## src/rtl/snc_ram_dma_pkg.sv

```systemverilog
// Shared definitions for the snc_ram_dma block-copy engine.
package snc_ram_dma_pkg;

   typedef enum logic [1:0] {
      ST_IDLE   = 2'd0,
      ST_READ   = 2'd1,
      ST_WRITE  = 2'd2,
      ST_FINISH = 2'd3
   } dma_state_t;

   // Control-register bit that selects fill mode instead of copy.
   localparam int unsigned FILL_BIT = 7;

endpackage

```

## src/rtl/snc_ram_dma.sv

```systemverilog
// Block-copy engine driving a single-port synchronous RAM (read data one clock after read).
// Optional fill mode (constant pattern, one word per clock) is enabled by SNC_RAM_DMA_FILL_EN.
module snc_ram_dma
   import snc_ram_dma_pkg::*;
#(
   parameter int adr_width  = 10,
   parameter int data_width = 8
)(
   input  logic                  clk,
   input  logic                  nrst,
   input  logic                  start,
   input  logic                  abort,
   input  logic [adr_width-1:0]  src_adr,
   input  logic [adr_width-1:0]  dst_adr,
   input  logic [adr_width:0]    len,
`ifdef SNC_RAM_DMA_FILL_EN
   input  logic                  fill,
   input  logic [data_width-1:0] fill_data,
`endif
   output logic                  busy,
   output logic                  done,
   output logic [adr_width:0]    remaining,
   output logic                  mem_en,
   output logic                  mem_we,
   output logic [adr_width-1:0]  mem_adr,
   output logic [data_width-1:0] mem_din,
   input  logic [data_width-1:0] mem_dout
);

   localparam logic [adr_width:0] REM_ONE = (adr_width+1)'(1);

   dma_state_t             r_state;
   logic [adr_width-1:0]   r_src;
   logic [adr_width-1:0]   r_dst;
   logic [adr_width:0]     r_rem;
   logic                   r_busy;
   logic                   r_done;
   logic                   r_mem_en;
   logic                   r_mem_we;
   logic [adr_width-1:0]   r_mem_adr;

   logic [adr_width-1:0]   w_src_inc;
   logic [adr_width-1:0]   w_dst_inc;
   logic                   w_last;
   logic                   w_fill_req;
   logic                   w_fill_mode;

   // Increments wrap naturally at 2**adr_width.
   assign w_src_inc = r_src + 1'b1;
   assign w_dst_inc = r_dst + 1'b1;
   assign w_last    = (r_rem == REM_ONE);

`ifdef SNC_RAM_DMA_FILL_EN
   logic                   r_fill;
   logic [data_width-1:0]  r_fill_data;

   always_ff @(posedge clk or negedge nrst) begin
      if (!nrst) begin
         r_fill      <= 1'b0;
         r_fill_data <= '0;
      end else if (r_state == ST_IDLE && start) begin
         r_fill      <= fill;
         r_fill_data <= fill_data;
      end
   end

   assign w_fill_req  = fill;
   assign w_fill_mode = r_fill;
   assign mem_din     = !r_mem_we ? '0 : (r_fill ? r_fill_data : mem_dout);
`else
   assign w_fill_req  = 1'b0;
   assign w_fill_mode = 1'b0;
   // Write data is the word the RAM returns for the preceding read cycle.
   assign mem_din     = r_mem_we ? mem_dout : '0;
`endif

   always_ff @(posedge clk or negedge nrst) begin
      if (!nrst) begin
         r_state   <= ST_IDLE;
         r_src     <= '0;
         r_dst     <= '0;
         r_rem     <= '0;
         r_busy    <= 1'b0;
         r_done    <= 1'b0;
         r_mem_en  <= 1'b0;
         r_mem_we  <= 1'b0;
         r_mem_adr <= '0;
      end else begin
         r_done <= 1'b0;
         case (r_state)
            ST_IDLE: begin
               if (start) begin
                  r_src <= src_adr;
                  r_dst <= dst_adr;
                  r_rem <= len;
                  if (len == '0) begin
                     r_state <= ST_FINISH;
                     r_done  <= 1'b1;
                  end else if (w_fill_req) begin
                     r_state   <= ST_WRITE;
                     r_busy    <= 1'b1;
                     r_mem_en  <= 1'b1;
                     r_mem_we  <= 1'b1;
                     r_mem_adr <= dst_adr;
                  end else begin
                     r_state   <= ST_READ;
                     r_busy    <= 1'b1;
                     r_mem_en  <= 1'b1;
                     r_mem_we  <= 1'b0;
                     r_mem_adr <= src_adr;
                  end
               end
            end
            ST_READ: begin
               if (abort) begin
                  r_state  <= ST_FINISH;
                  r_done   <= 1'b1;
                  r_busy   <= 1'b0;
                  r_mem_en <= 1'b0;
               end else begin
                  r_state   <= ST_WRITE;
                  r_mem_we  <= 1'b1;
                  r_mem_adr <= r_dst;
               end
            end
            ST_WRITE: begin
               // The write issued this cycle always lands, even when aborting.
               r_src <= w_src_inc;
               r_dst <= w_dst_inc;
               r_rem <= r_rem - 1'b1;
               if (w_last || abort) begin
                  r_state  <= ST_FINISH;
                  r_done   <= 1'b1;
                  r_busy   <= 1'b0;
                  r_mem_en <= 1'b0;
                  r_mem_we <= 1'b0;
               end else if (w_fill_mode) begin
                  r_mem_adr <= w_dst_inc;
               end else begin
                  r_state   <= ST_READ;
                  r_mem_we  <= 1'b0;
                  r_mem_adr <= w_src_inc;
               end
            end
            ST_FINISH: begin
               r_state <= ST_IDLE;
            end
            default: begin
               r_state <= ST_IDLE;
            end
         endcase
      end
   end

   assign busy      = r_busy;
   assign done      = r_done;
   assign remaining = r_rem;
   assign mem_en    = r_mem_en;
   assign mem_we    = r_mem_we;
   assign mem_adr   = r_mem_adr;

endmodule

```

## config.mk

```make
export PLATFORM = sky130hd
export DESIGN_NAME = snc_ram_dma
export DESIGN_NICKNAME = d
export VERILOG_FILES = /design/src/rtl/snc_ram_dma_pkg.sv /design/src/rtl/snc_ram_dma.sv
export SDC_FILE = /design/constraint.sdc
export NUM_CORES = 1
export LEC_CHECK = 0
export CAP_MARGIN = 0
export CORE_ASPECT_RATIO = 1.1
export CORE_UTILIZATION = 35
export DETAILED_ROUTE_END_ITERATION = 10
export GPL_TIMING_DRIVEN = 0
export RECOVER_POWER = 100
export SYNTH_ARGS = -nofsm -noshare
export SYNTH_HDL_FRONTEND = slang
export SYNTH_SLANG_ARGS = --single-unit
```

## constraint.sdc

```tcl
create_clock -name clk -period 2.4 [get_ports clk]
set_input_delay 0.6 -clock clk [delete_from_list [all_inputs] [get_ports clk]]
set_output_delay 0.6 -clock clk [all_outputs]
set_load 0.005 [all_outputs]
```

== After elaboration in Yosys (flattened, before gate mapping) ==
Index checks and enable logic that the tools add are counted.
Word-level totals
  word-level logic and storage cells: 61
  register bits after elaboration: 46
  output and inout port bits: 33
Operators by class
  add/sub/neg operators: 3
  reduce and logical (&&, ||, !) cells: 9
  multiplexer cells: 31
  eq/ne operators: 10
Operators with widths (number)
  two-way mux 10 bit: 6
  case mux 10 bit (2 select lines): 2
  case mux 10 bit (3 select lines): 1
  case mux 11 bit (2 select lines): 1
  adder 10 x 1 -> 10 bit, second input constant: 2
  two-way mux 1 bit: 12
  inequality test 2 bit, second input constant: 6
  equality test 11 x 1 -> 1 bit, second input constant: 1
  zero test 11 bit: 1
  two-way mux 11 bit: 1
  subtractor 11 x 1 -> 11 bit, second input constant: 1
  AND reduction 5 bit: 2
  case mux 1 bit (3 select lines): 3
  two-way mux 8 bit: 1
  case mux 2 bit (4 select lines): 1
  two-way mux 2 bit: 3
  equality test 2 bit, second input constant: 2
  AND reduction 4 bit: 1
  nonzero test 3 bit: 1
  equality test 2 x 1 -> 1 bit, second input constant: 1
  zero test 2 bit: 1
  AND reduction 2 bit: 1
  nonzero test 2 bit: 1
  logical OR 1 bit: 1

== Logic depth before layout (Yosys ltp) ==
  depth in word-level cells: 4
  gate-level depth with buffers: 9
  mapped depth without buffers: 7

== Least setup slack after synthesis ==
OpenSTA, ideal clock, no wires.
  path type: register to register
  start: register r_rem[7], in the netlist remaining[7]
  end: register r_mem_adr[9], in the netlist mem_adr[9]
  cell stages (with the launch flop): 5
  path buffers: 0
  data required time: 2275 ps
  data arrival time: 1954 ps
  setup slack: 321 ps
  setup time: 125 ps
  cells stage by stage: dfrtp_1 -> or4_4 -> or3_4 -> o221ai_4 -> mux2_4
Between the ends
  longest elaborated chain between the ends: 4
Ends and longest elaborated chain
  start, declared: line snc_ram_dma.sv:35  | logic [adr_width:0] r_rem;
  start signal, assigned: line snc_ram_dma.sv:95  | r_rem <= len;
  start signal, assigned: line snc_ram_dma.sv:130  | r_rem <= r_rem - 1'b1;
  equality test 11 x 1 -> 1 bit: line snc_ram_dma.sv:51  | assign w_last = (r_rem == REM_ONE);
  logical OR 1 bit: line snc_ram_dma.sv:131  | if (w_last || abort) begin
  inequality test 2 bit (no line)
  AND reduction 5 bit (no line)
  end signal, assigned: line snc_ram_dma.sv:123  | r_mem_adr <= r_dst;
  end signal, assigned: line snc_ram_dma.sv:138  | r_mem_adr <= w_dst_inc;
  end signal, assigned: line snc_ram_dma.sv:142  | r_mem_adr <= w_src_inc;
  end, declared: line snc_ram_dma.sv:40  | logic [adr_width-1:0] r_mem_adr;
No other way between the ends.
A chain may end at the register's enable or synchronous reset.

== Final worst setup path ==
  start: input mem_dout[5]
  end: output mem_din[5]
Between the ends
  longest elaborated chain between the ends: 1
Ends and longest elaborated chain
  start, declared: line snc_ram_dma.sv:27  | input logic [data_width-1:0] mem_dout
  two-way mux 8 bit: line snc_ram_dma.sv:74  | assign mem_din = r_mem_we ? mem_dout : '0;
  end, declared: line snc_ram_dma.sv:26  | output logic [data_width-1:0] mem_din,
No other way between the ends.

==> impl_metrics.ini <==
[run_status]
outcome = complete, no violations

[synthesis]
syn_area_per_cell_um2 = 8.43
synthesis.nets = 395
synth_cell_types = 48
synthArstFlopShare_pct = 100
synth_cells = 343
ys_ff_latch = 46
synth-edff-count = 0
seq_area_frac_synth_pct = 39.8
ys.flop_type = dfrtp_1
yosys_warnings = 0
syn_area_um2 = 2890

[finish]
n_antenna_cell = 0
seqCellArea_um2 = 1150
final_cell_mix = dfrtp_1 (46), clkdlybuf4s50_1 (42), nand2_1 (41), a21oi_1 (38), dlygate4sd3_1 (32)
drive_gt1_share_pct = 7.28
fillers = 802
multi_input_area_um2 = 1630
fin_util_pct = 49.1
nets = 477
syn2layout_area_growth_pct = 35.0
layout_commonest_cell = dfrtp_1

[pwr]
power.density_nw_per_um2 = 1380
swShare_pct = 45.5
p_sw_mw = 2.46
vdd_ir_drop_max_uv = 546
power.total_mw = 5.40
sequentialPowerShare_pct = 29.9
p_int_mw = 2.94
leakage_nw = 1.57
combPwrFrac_pct = 59.1
p_clk_share_pct = 11.0

[sta]
finalClockSkew_ps = 7.75
fin_crit_sh_pct = 96.8
finalCriticalPeriod_ps = 2320
drv_slew = 0
hold_viol_final = 0
rsz0062_at_grt = false
slew-limit-headroom_pct = 40.9
tightest_slew_ps = 887
max_freq_mhz = 431
setup_viol = 0

[clock_network]
cts_tree = yes
cts_sinks = 46
cts-root-buf = clkbuf_8
numCtsBuffers = 5
clkSlewWorstSetupHoldPaths_ps = 90
clk-insertion-delay-late_ps = 310
htreeDepth = 2
clockBufferDepth = 2
hold_buffers = 0

[die]
dieArea_um2 = 8630
rows = 34
pin_count = 76
die_x_um = 88.7
core-area_um2 = 7960
die_y_um = 97.3
initial_core_util_pct = 36.3

[global_route]
grt_util_all_layers_pct = 20.1
grt_pass1_wl_um = 13400
grt_overflow = 0
antenna_found_initial = 0
grt_pass1_vias = 2694
grt_max_degree = 34

[setup_path]
cp.required_ps = 1800
cp_slowest_cell = dlygate4sd3_1
worstPathMaxFanout = 1
arrival_ps = 1720
crit_type = in -> out
critical-path-top-delay-family = buffers and inverters
worstPathBufferInverterCount = 2
critical_path.max_stage_delay_ps = 550
path_cells = clkdlybuf4s50_1 -> and2_1 -> dlygate4sd3_1
start_kind = input port
endpoint_kind = output pin

[flow_run]
maxCapViolCount = 0

[detailed_routing]
num_vias = 2888
viasPerCell = 5.41
firstDrtPassIters = 4
drc = 0
drtAntennaViolNets = 0
wirelength_um = 8250
drt-initial-drc-count = 183
wl_per_cell_um = 15.4

[hold_path]
hold_class = in -> async

[placed_design]
io_buffers = 75
place.detailed.hpwl_um = 6140
gp_congestion = 0.829
## worst paths after layout
check	from	end	slack, ps	cells past startpoint
setup / recovery	mem_dout[5]	mem_din[5]	80	3
hold / removal	nrst	remaining[7]$_DFFE_PN0P_	330	1
setup reg to reg	remaining[7]$_DFFE_PN0P_	mem_adr[9]$_DFFE_PN0P_	150	4
hold reg to reg	mem_adr[2]$_DFFE_PN0P_	mem_adr[2]$_DFFE_PN0P_	480	2
max in group asynchronous	nrst	mem_adr[9]$_DFFE_PN0P_	730	2
min in group clk	mem_adr[2]$_DFFE_PN0P_	mem_adr[2]$_DFFE_PN0P_	480	2
## sequential cells by signal, indices dropped and copies added (netlist names)
| signal | count |
|---|---|
| mem_en | 1 |
| mem_we | 1 |
| r_dst | 10 |
| mem_adr | 10 |
| r_src | 10 |
| done | 1 |
| r_state | 2 |
| remaining | 11 |
## layout make-up
| type | instances | share of cell area (%) |
|---|---|---|
| multi-input combinational | 267 | 41.8 |
| sequential | 46 | 29.5 |
| timing repair buffer | 76 | 19.2 |
| tap | 108 | 3.46 |
| buffer | 19 | 2.31 |
| clock buffer | 5 | 1.76 |
| clock inverter | 3 | 1.03 |
| inverter | 10 | 0.962 |
## worst register-to-register path, stage by stage (launching register included)
cell	delay, ps
dfrtp_1	430
or4_4	580
or3_4	380
o221ai_4	420
mux2_4	340
## logic make-up after synthesis
| logic type | share of synthesized area, % |
|---|---|
| XOR/XNOR | 2.42 |
| AO/OA/AOI/OAI | 24.7 |
| AND/OR/NAND/NOR | 19.1 |
| buffers and inverters | 4.33 |
| multiplexers | 5.75 |
| adder cells (fa/ha/maj) | 3.89 |
| flip-flops | 39.8 |
## power by group through the flow
stage | Clock (mW) | Sequential [mW] | Combinational (mW)
6_report | 0.594 | 1.62 | 3.19
5_1_grt | 0.623 | 1.70 | 3.56
4_1_cts | 0.602 | 1.62 | 3.28
3_5_place_dp | 0 | 1.64 | 3.26
3_3_place_gp | 0 | 1.62 | 3.20
2_1_floorplan | 0 | 1.56 | 2.10
## cells in the mapped netlist, types with 3 or more instances
master / instances / area share, %
nor4_1: 3 / 0.65
a31oi_1: 3 / 0.65
xnor2_1: 6 / 1.8
a21o_2: 3 / 0.91
nor2_1: 26 / 3.4
ha_1: 9 / 3.9
a22oi_1: 4 / 1.0
a21oi_1: 38 / 6.6
nand3_1: 19 / 3.3
o31ai_1: 5 / 1.3
inv_1: 10 / 1.3
o21ai_0: 25 / 4.3
nor3_1: 7 / 1.2
clkbuf_1: 16 / 2.1
mux2i_1: 14 / 4.8
a211oi_1: 4 / 1.0
o22ai_1: 19 / 4.1
dfrtp_1: 46 / 40
nand2_1: 42 / 5.5
and2_1: 8 / 1.7
## stage by stage
stage,worst slack [ps],hold slack [ps],setup TNS (ps),instance area [um2],std cells
after global placement,-694,462,-34600,3780,526
after global routing,25.6,426,0,3900,534
final,77.4,334,0,3900,534
after detailed placement,-194,468,-3140,3790,527
after CTS,-1.14,200,-1.14,3910,535
after floorplan,321,304,0,2890,343
## layer usage
| metal | vias up | wire [um] | GRT usage, % |
|---|---|---|---|
| met5 | - | 0 | 0 |
| li1 | 1412 | - | - |
| met4 | 0 | 95 | 5.58 |
| met1 | 1375 | 3920 | 28.4 |
| met3 | 8 | 425 | 2.46 |
| met2 | 93 | 3810 | 32.0 |
## repair_timing
action                                  in CTS  in global routing
endpoints found under the setup margin      19                 31
setup buffers                                0                  0
gates resized for setup                      5                  9
Note: power is estimated with default switching activity, not from simulation.
